`config.mk`:
```
export PLATFORM = sky130hd
export DESIGN_NAME = frame_norm_req
export DESIGN_NICKNAME = d
export VERILOG_FILES = /design/src/rtl/frame_norm_req.sv
export SDC_FILE = /design/constraint.sdc
export NUM_CORES = 2
export LEC_CHECK = 0
export BUFFER_PORTS_ARGS = -buffer_cell sky130_fd_sc_hd__buf_2
export CORE_MARGIN = 1
export CORE_UTILIZATION = 38
export CTS_CLUSTER_DIAMETER = 30
export DETAILED_ROUTE_END_ITERATION = 6
export PLACE_DENSITY = 0.57
export SETUP_SLACK_MARGIN = 0.02
export SYNTH_ARGS = -nofsm -noshare
export SYNTH_HDL_FRONTEND = slang
export SYNTH_SLANG_ARGS = --single-unit
```
`constraint.sdc`:
```
create_clock -name clk -period 9.31 [get_ports clk]
set_input_delay 1.862 -clock clk [delete_from_list [all_inputs] [get_ports clk]]
set_output_delay 1.862 -clock clk [all_outputs]
set_load 0.02 [all_outputs]
```
`src/rtl/frame_norm_req.sv`:
```
// frame_norm_req: buffers one frame of N signed samples, accumulates a
// saturating sum of squares, asks inv_sqrt for an inverse root, then streams
// every buffered sample scaled by that gain with round-half-up and clamping.
module frame_norm_req #(
  parameter int N   = 16,
  parameter int DW  = 16,
  parameter int SQW = 32,
  parameter int ISW = 10,
  parameter int SH  = 9,
  parameter int TMO = 64
) (
  input  logic                   clk,
  input  logic                   rst_n,
  input  logic                   dv_i,
  input  logic signed [DW-1:0]   x_i,
  output logic                   rdy_o,
  output logic                   sq_dv_o,
  output logic [SQW-1:0]         sq_o,
  input  logic                   isrt_dv_i,
  input  logic [ISW-1:0]         isrt_i,
  output logic                   dv_o,
  output logic signed [DW-1:0]   y_o,
  output logic [$clog2(N)-1:0]   idx_o,
  output logic                   last_o,
  output logic                   err_o
);

  localparam int IW = $clog2(N);
  localparam int TW = $clog2(TMO);
  localparam int SW = ((SQW > 2*DW) ? SQW : 2*DW) + 1;
  localparam int PW = DW + ISW + 1;
  localparam logic [IW-1:0] LAST_IDX = IW'(N-1);
  localparam logic [TW-1:0] TMO_LAST = TW'(TMO-1);
  localparam logic signed [PW-1:0] RND  = PW'(1) << (SH-1);
  localparam logic signed [PW-1:0] YMAX = {{(PW-DW+1){1'b0}}, {(DW-1){1'b1}}};
  localparam logic signed [PW-1:0] YMIN = ~YMAX;

  typedef enum logic [1:0] {S_ACC, S_REQ, S_WAIT, S_SCALE} state_t;

  state_t                r_state;
  logic [IW-1:0]         r_idx;
  logic [SQW-1:0]        r_acc;
  logic [TW-1:0]         r_timer;
  logic [ISW-1:0]        r_gain;
  logic [SQW-1:0]        r_sq;
  logic                  r_sq_dv;
  logic                  r_dv;
  logic signed [DW-1:0]  r_y;
  logic [IW-1:0]         r_oidx;
  logic                  r_last;
  logic                  r_err;
  logic signed [DW-1:0]  r_buf [N];

  logic signed [2*DW-1:0] w_sq;
  logic [SW-1:0]          w_sum;
  logic [SQW-1:0]         w_acc_nxt;
  logic signed [DW-1:0]   w_bs;
  logic signed [PW-1:0]   w_bx;
  logic signed [PW-1:0]   w_gx;
  logic signed [PW-1:0]   w_p;
  logic signed [PW-1:0]   w_pr;
  logic signed [PW-1:0]   w_sh;
  logic signed [DW-1:0]   w_y;

  // Square of the incoming sample is never negative, so it can be added as unsigned.
  assign w_sq      = x_i * x_i;
  assign w_sum     = {{(SW-SQW){1'b0}}, r_acc} + {{(SW-2*DW){1'b0}}, w_sq};
  assign w_acc_nxt = (|w_sum[SW-1:SQW]) ? {SQW{1'b1}} : w_sum[SQW-1:0];

  // Scaling path: signed sample times unsigned gain, round half up, shift, clamp.
  assign w_bs = r_buf[r_idx];
  assign w_bx = {{(ISW+1){w_bs[DW-1]}}, w_bs};
  assign w_gx = {{(DW+1){1'b0}}, r_gain};
  assign w_p  = w_bx * w_gx;
  assign w_pr = w_p + RND;
  assign w_sh = w_pr >>> SH;
  assign w_y  = (w_sh > YMAX) ? YMAX[DW-1:0] :
                (w_sh < YMIN) ? YMIN[DW-1:0] : w_sh[DW-1:0];

  assign rdy_o   = (r_state == S_ACC);
  assign sq_dv_o = r_sq_dv;
  assign sq_o    = r_sq;
  assign dv_o    = r_dv;
  assign y_o     = r_y;
  assign idx_o   = r_oidx;
  assign last_o  = r_last;
  assign err_o   = r_err;

  // Sample store: contents are don't-care after reset, so it carries no reset.
  always_ff @(posedge clk) begin
    if (r_state == S_ACC && dv_i) r_buf[r_idx] <= x_i;
  end

  // Frame control: accumulate, request, wait with timeout, then stream scaled samples.
  always_ff @(posedge clk or negedge rst_n) begin
    if (!rst_n) begin
      r_state <= S_ACC;
      r_idx   <= '0;
      r_acc   <= '0;
      r_timer <= '0;
      r_gain  <= '0;
      r_sq    <= '0;
      r_sq_dv <= 1'b0;
      r_dv    <= 1'b0;
      r_y     <= '0;
      r_oidx  <= '0;
      r_last  <= 1'b0;
      r_err   <= 1'b0;
    end else begin
      r_sq_dv <= 1'b0;
      r_dv    <= 1'b0;
      r_last  <= 1'b0;
      case (r_state)
        S_ACC: begin
          if (dv_i) begin
            r_acc <= w_acc_nxt;
            if (r_idx == LAST_IDX) begin
              r_idx <= '0;
              if (w_acc_nxt == '0) begin
                r_gain  <= '0;
                r_state <= S_SCALE;
              end else begin
                r_sq    <= w_acc_nxt;
                r_sq_dv <= 1'b1;
                r_state <= S_REQ;
              end
            end else begin
              r_idx <= r_idx + 1'b1;
            end
          end
        end
        S_REQ: begin
          r_timer <= '0;
          r_state <= S_WAIT;
        end
        S_WAIT: begin
          if (isrt_dv_i) begin
            r_gain  <= isrt_i;
            r_state <= S_SCALE;
          end else if (r_timer == TMO_LAST) begin
            r_err   <= 1'b1;
            r_gain  <= '0;
            r_state <= S_SCALE;
          end else begin
            r_timer <= r_timer + 1'b1;
          end
        end
        S_SCALE: begin
          r_dv   <= 1'b1;
          r_y    <= w_y;
          r_oidx <= r_idx;
          r_last <= (r_idx == LAST_IDX);
          if (r_idx == LAST_IDX) begin
            r_idx   <= '0;
            r_acc   <= '0;
            r_state <= S_ACC;
          end else begin
            r_idx <= r_idx + 1'b1;
          end
        end
        default: r_state <= S_ACC;
      endcase
    end
  end

endmodule

```
==> results.json <==
{
  "run_status": "finished, violations left",
  "failed_checks": "setup timing",
  "setup.worst_path.start": "x_i[6]",
  "synth.mux.area_fraction": 0.07478,
  "seqCellArea_mm2": 0.01045,
  "ioPinCount": 87,
  "area_delta_synth_final_pct": 23.12,
  "die_w_um": 290.6,
  "grt_max_degree": 62,
  "timing.critical_path.fanout_max": 8,
  "maxSlewViolCount": 0,
  "root_buffer": "sky130_fd_sc_hd__clkbuf_16",
  "number_of_setup_violations_in_the_final_report": 43,
  "grt_overflow": 0,
  "tightestPinTransition_ns": 1.215,
  "critical_path_class": "in2reg",
  "met3_usage": 0.02348,
  "grt_antenna_before_repair": 0,
  "hold_viol_final": 0,
  "rr_startpoint": "r_idx[0]",
  "antenna_left": 0,
  "timing.reg2reg.setup_slack_ns": 0.79,
  "clock_path_buffers": 3,
  "r2r_cells": 22,
  "vias": 21630,
  "first_pass_iters": 5,
  "fillers": 7381,
  "detailed_place_hpwl_um": 60360,
  "groute.layer.met2.usage": 0.3617,
  "final_critical_delay_including_setup_and_external_delays_ns": 9.560,
  "synth.most_common_cell": "sky130_fd_sc_hd__inv_1",
  "ys_dominant_reg_cell": "sky130_fd_sc_hd__edfxtp_1",
  "cp_capture_type": "flip-flop",
  "startpoint_class": "input port",
  "detail_route.drc_violations": 0,
  "final_cell_count_no_fill": 4311,
  "adder_cell_share_of_the_synthesized_area": 0.3202,
  "floorplan.initialDensity": 0.3849,
  "synth_top_family_by_area": "adder cells",
  "setup_repair_after_global_routing_missed_its_margin": "true",
  "path_clk_slew_ns": 0.05,
  "synth-compound-area-share": 0.07414,
  "ys_top_cells_by_count": "sky130_fd_sc_hd__inv_1 (518), sky130_fd_sc_hd__fa_1 (382), sky130_fd_sc_hd__edfxtp_1 (256)",
  "crit_path_top_delay_cell": "sky130_fd_sc_hd__fa_1",
  "drv.max_cap_violation_count": 0,
  "cts_inserted_buffers": 68,
  "yosysTopAreaCell": "sky130_fd_sc_hd__edfxtp_1",
  "syn_avg_cell_area_um2": 11.47,
  "syn-instance-count": 2759,
  "grt_first_pass_wirelength_um": 127300,
  "clk-insertion-delay-late_ns": 0.60,
  "synth_seq_cells": 366,
  "post_syn_nets": 3370,
  "design.core.area_mm2": 0.08224,
  "die_area_mm2": 0.08447,
  "synth_simple_gate_area_share": 0.1041,
  "groute.usage.overall": 0.1907,
  "cts_sinks": 366,
  "synth.cell_area_mm2": 0.03166,
  "avg_vias_per_cell": 5.018,
  "grt.busiest_layer": "met2",
  "vias_in_the_first_global_route": 24250,
  "cts_tree": "built",
  "synth.lib_cells_used.distinct": 78,
  "multiInputGateArea_mm2": 0.01944,
  "cp.arrival_ns": 10.02,
  "asyncSetResetFlopFracSynth": 0.3005,
  "critical_path.top_delay_family": "adder cells",
  "fmax_mhz": 104.6,
  "synth_edf_count": 256,
  "dr.first_iter.drc_count": 1127,
  "htree_num_levels": 3,
  "synth_xor_area_frac": 0.02324,
  "count_of_input_and_output_buffers": 86,
  "cp_num_cells": 36,
  "post-place-cells": 4158,
  "final.setup.worst_slack_ns": -0.2502,
  "worstPathBufferInverterCount": 10,
  "critical_path.most_common_cell": "sky130_fd_sc_hd__fa_1",
  "timing.final.crit_share": 1.027,
  "timing.max_slew.rel_slack": 0.1891,
  "synth_sequential_area_ratio": 0.3298,
  "routedWlPerCell_um": 18.11,
  "synth_top_area_frac": 0.2428,
  "die-height_um": 290.6,
  "crit_end": "sq_o[6]",
  "post_synth_main_area_contributors": "sky130_fd_sc_hd__edfxtp_1 (24%), sky130_fd_sc_hd__fa_1 (24%), sky130_fd_sc_hd__dfrtp_1 (8.7%)",
  "timing.critical_path.required_ns": 9.77,
  "final_layout_size_suffix_gt1_frac": 0.2494,
  "delay_of_the_slowest_cell_on_the_worst_path_ns": 0.57,
  "final_nets": 3796,
  "clock_skew_ns": 0.02673,
  "crit-reg2reg-capture": "y_o[13]",
  "route.final.wire_length_um": 78080,
  "min-delay-path-class": "reg2reg",
  "yosysWarnings": 0,
  "gpl.final_weighted_congestion": 0.8873,
  "grt_use_met1": 0.2203,
  "fp_rows": 105
}
worst min path at each step:
| stage | slack [ns] | depth (start not counted) | end | start |
|---|---|---|---|---|
| floorplan | 0.45 | 1 | r_timer[2] | r_timer[2] |
| finish | 0.47 | 1 | y_o[7] | y_o[7] |
| CTS | 0.48 | 1 | y_o[7] | y_o[7] |
| global placement | 0.45 | 1 | err_o | err_o |
| global route | 0.50 | 1 | y_o[7] | y_o[7] |
| detailed placement | 0.47 | 1 | y_o[7] | y_o[7] |
state kept, by name, summed over array words and instances, names as in the netlist, 4 cells and up:
signal   count
idx_o        4
r_acc       32
r_buf      256
r_gain      10
r_idx        4
r_timer      6
sq_o        32
y_o         16
metrics by stage:
stage	hold WS (ns)	area (um^2)	utilization	worst slack, ns	setup TNS, ns
finish	0.4738	38980	0.4739	-0.2502	-8.644
global route	0.4953	38970	0.4739	-0.5782	-26.02
CTS	0.4781	38740	0.4711	-0.1996	-5.816
detailed placement	0.4683	35870	0.4361	-1.041	-58.48
global placement	0.4498	35870	0.4361	-0.9154	-51.70
floorplan	0.4539	32030	-	-0.5932	-22.83
placed cells by master (no fill, tap or decap), types with 17 or more instances in the layout:
cell type                   instances
sky130_fd_sc_hd__o21ai_0           34
sky130_fd_sc_hd__and2_1           144
sky130_fd_sc_hd__inv_1            510
sky130_fd_sc_hd__xor2_1            22
sky130_fd_sc_hd__a211oi_1          17
sky130_fd_sc_hd__nand2_1          226
sky130_fd_sc_hd__o211ai_1          21
sky130_fd_sc_hd__dfrtp_1          108
sky130_fd_sc_hd__nor2_1            93
sky130_fd_sc_hd__edfxtp_1         256
sky130_fd_sc_hd__buf_6             32
sky130_fd_sc_hd__buf_2             73
sky130_fd_sc_hd__clkbuf_16         70
sky130_fd_sc_hd__a22o_1            28
sky130_fd_sc_hd__a21oi_1           56
sky130_fd_sc_hd__ha_1             194
sky130_fd_sc_hd__buf_4            332
sky130_fd_sc_hd__nand4_1           19
sky130_fd_sc_hd__mux2_4            27
sky130_fd_sc_hd__nand2b_1          23
sky130_fd_sc_hd__a21o_1            43
sky130_fd_sc_hd__mux4_2            80
sky130_fd_sc_hd__xnor2_1           60
sky130_fd_sc_hd__nand3_1           38
sky130_fd_sc_hd__fa_1             375
cell families (layout without fill, tap and decap cells):
| group | after synthesis | in the layout |
|---|---|---|
| multiplexers | 123 | 123 |
| other | 0 | 1 |
| flip-flops | 366 | 366 |
| buffers and inverters | 613 | 1094 |
| adder cells (fa/ha/maj) | 581 | 581 |
| AND/OR/NAND/NOR | 667 | 667 |
| AO/OA/AOI/OAI | 325 | 325 |
| XOR/XNOR | 84 | 84 |
layer usage:
metal | wire length [um] | share of wire
met1 | 31420 | 0.40
met4 | 2250 | 0.029
met2 | 42080 | 0.54
met5 | 0 | 0
met3 | 2327 | 0.030
layout make-up:
type	count	area share
antenna	1	0.00006420
clock buffer	83	0.04642
clock inverter	42	0.01329
inverter	519	0.04998
multi-input combinational	1780	0.4987
sequential	366	0.2680
tap	1070	0.03435
timing repair buffer	450	0.08921
what timing repair did:
item,4_1_cts,5_1_grt
pin swaps,65,37
gates resized for setup,106,33
gates cloned,4,1
hold buffers,0,0
setup endpoints to repair,56,73
setup buffers,15,11
worst register-to-register path: cells and delay by family (launching register included):
| kind | cells | cell delay [ns] |
|---|---|---|
| compound gates | 8 | 1.95 |
| fa+ha+maj | 6 | 2.84 |
| buf+inv | 4 | 1.10 |
| flops | 1 | 1.03 |
| mux | 2 | 1.16 |
| simple gates | 2 | 0.32 |
Power is not shown: default switching activity piles up to over one toggle a cycle in this logic, so the estimate is an artifact.
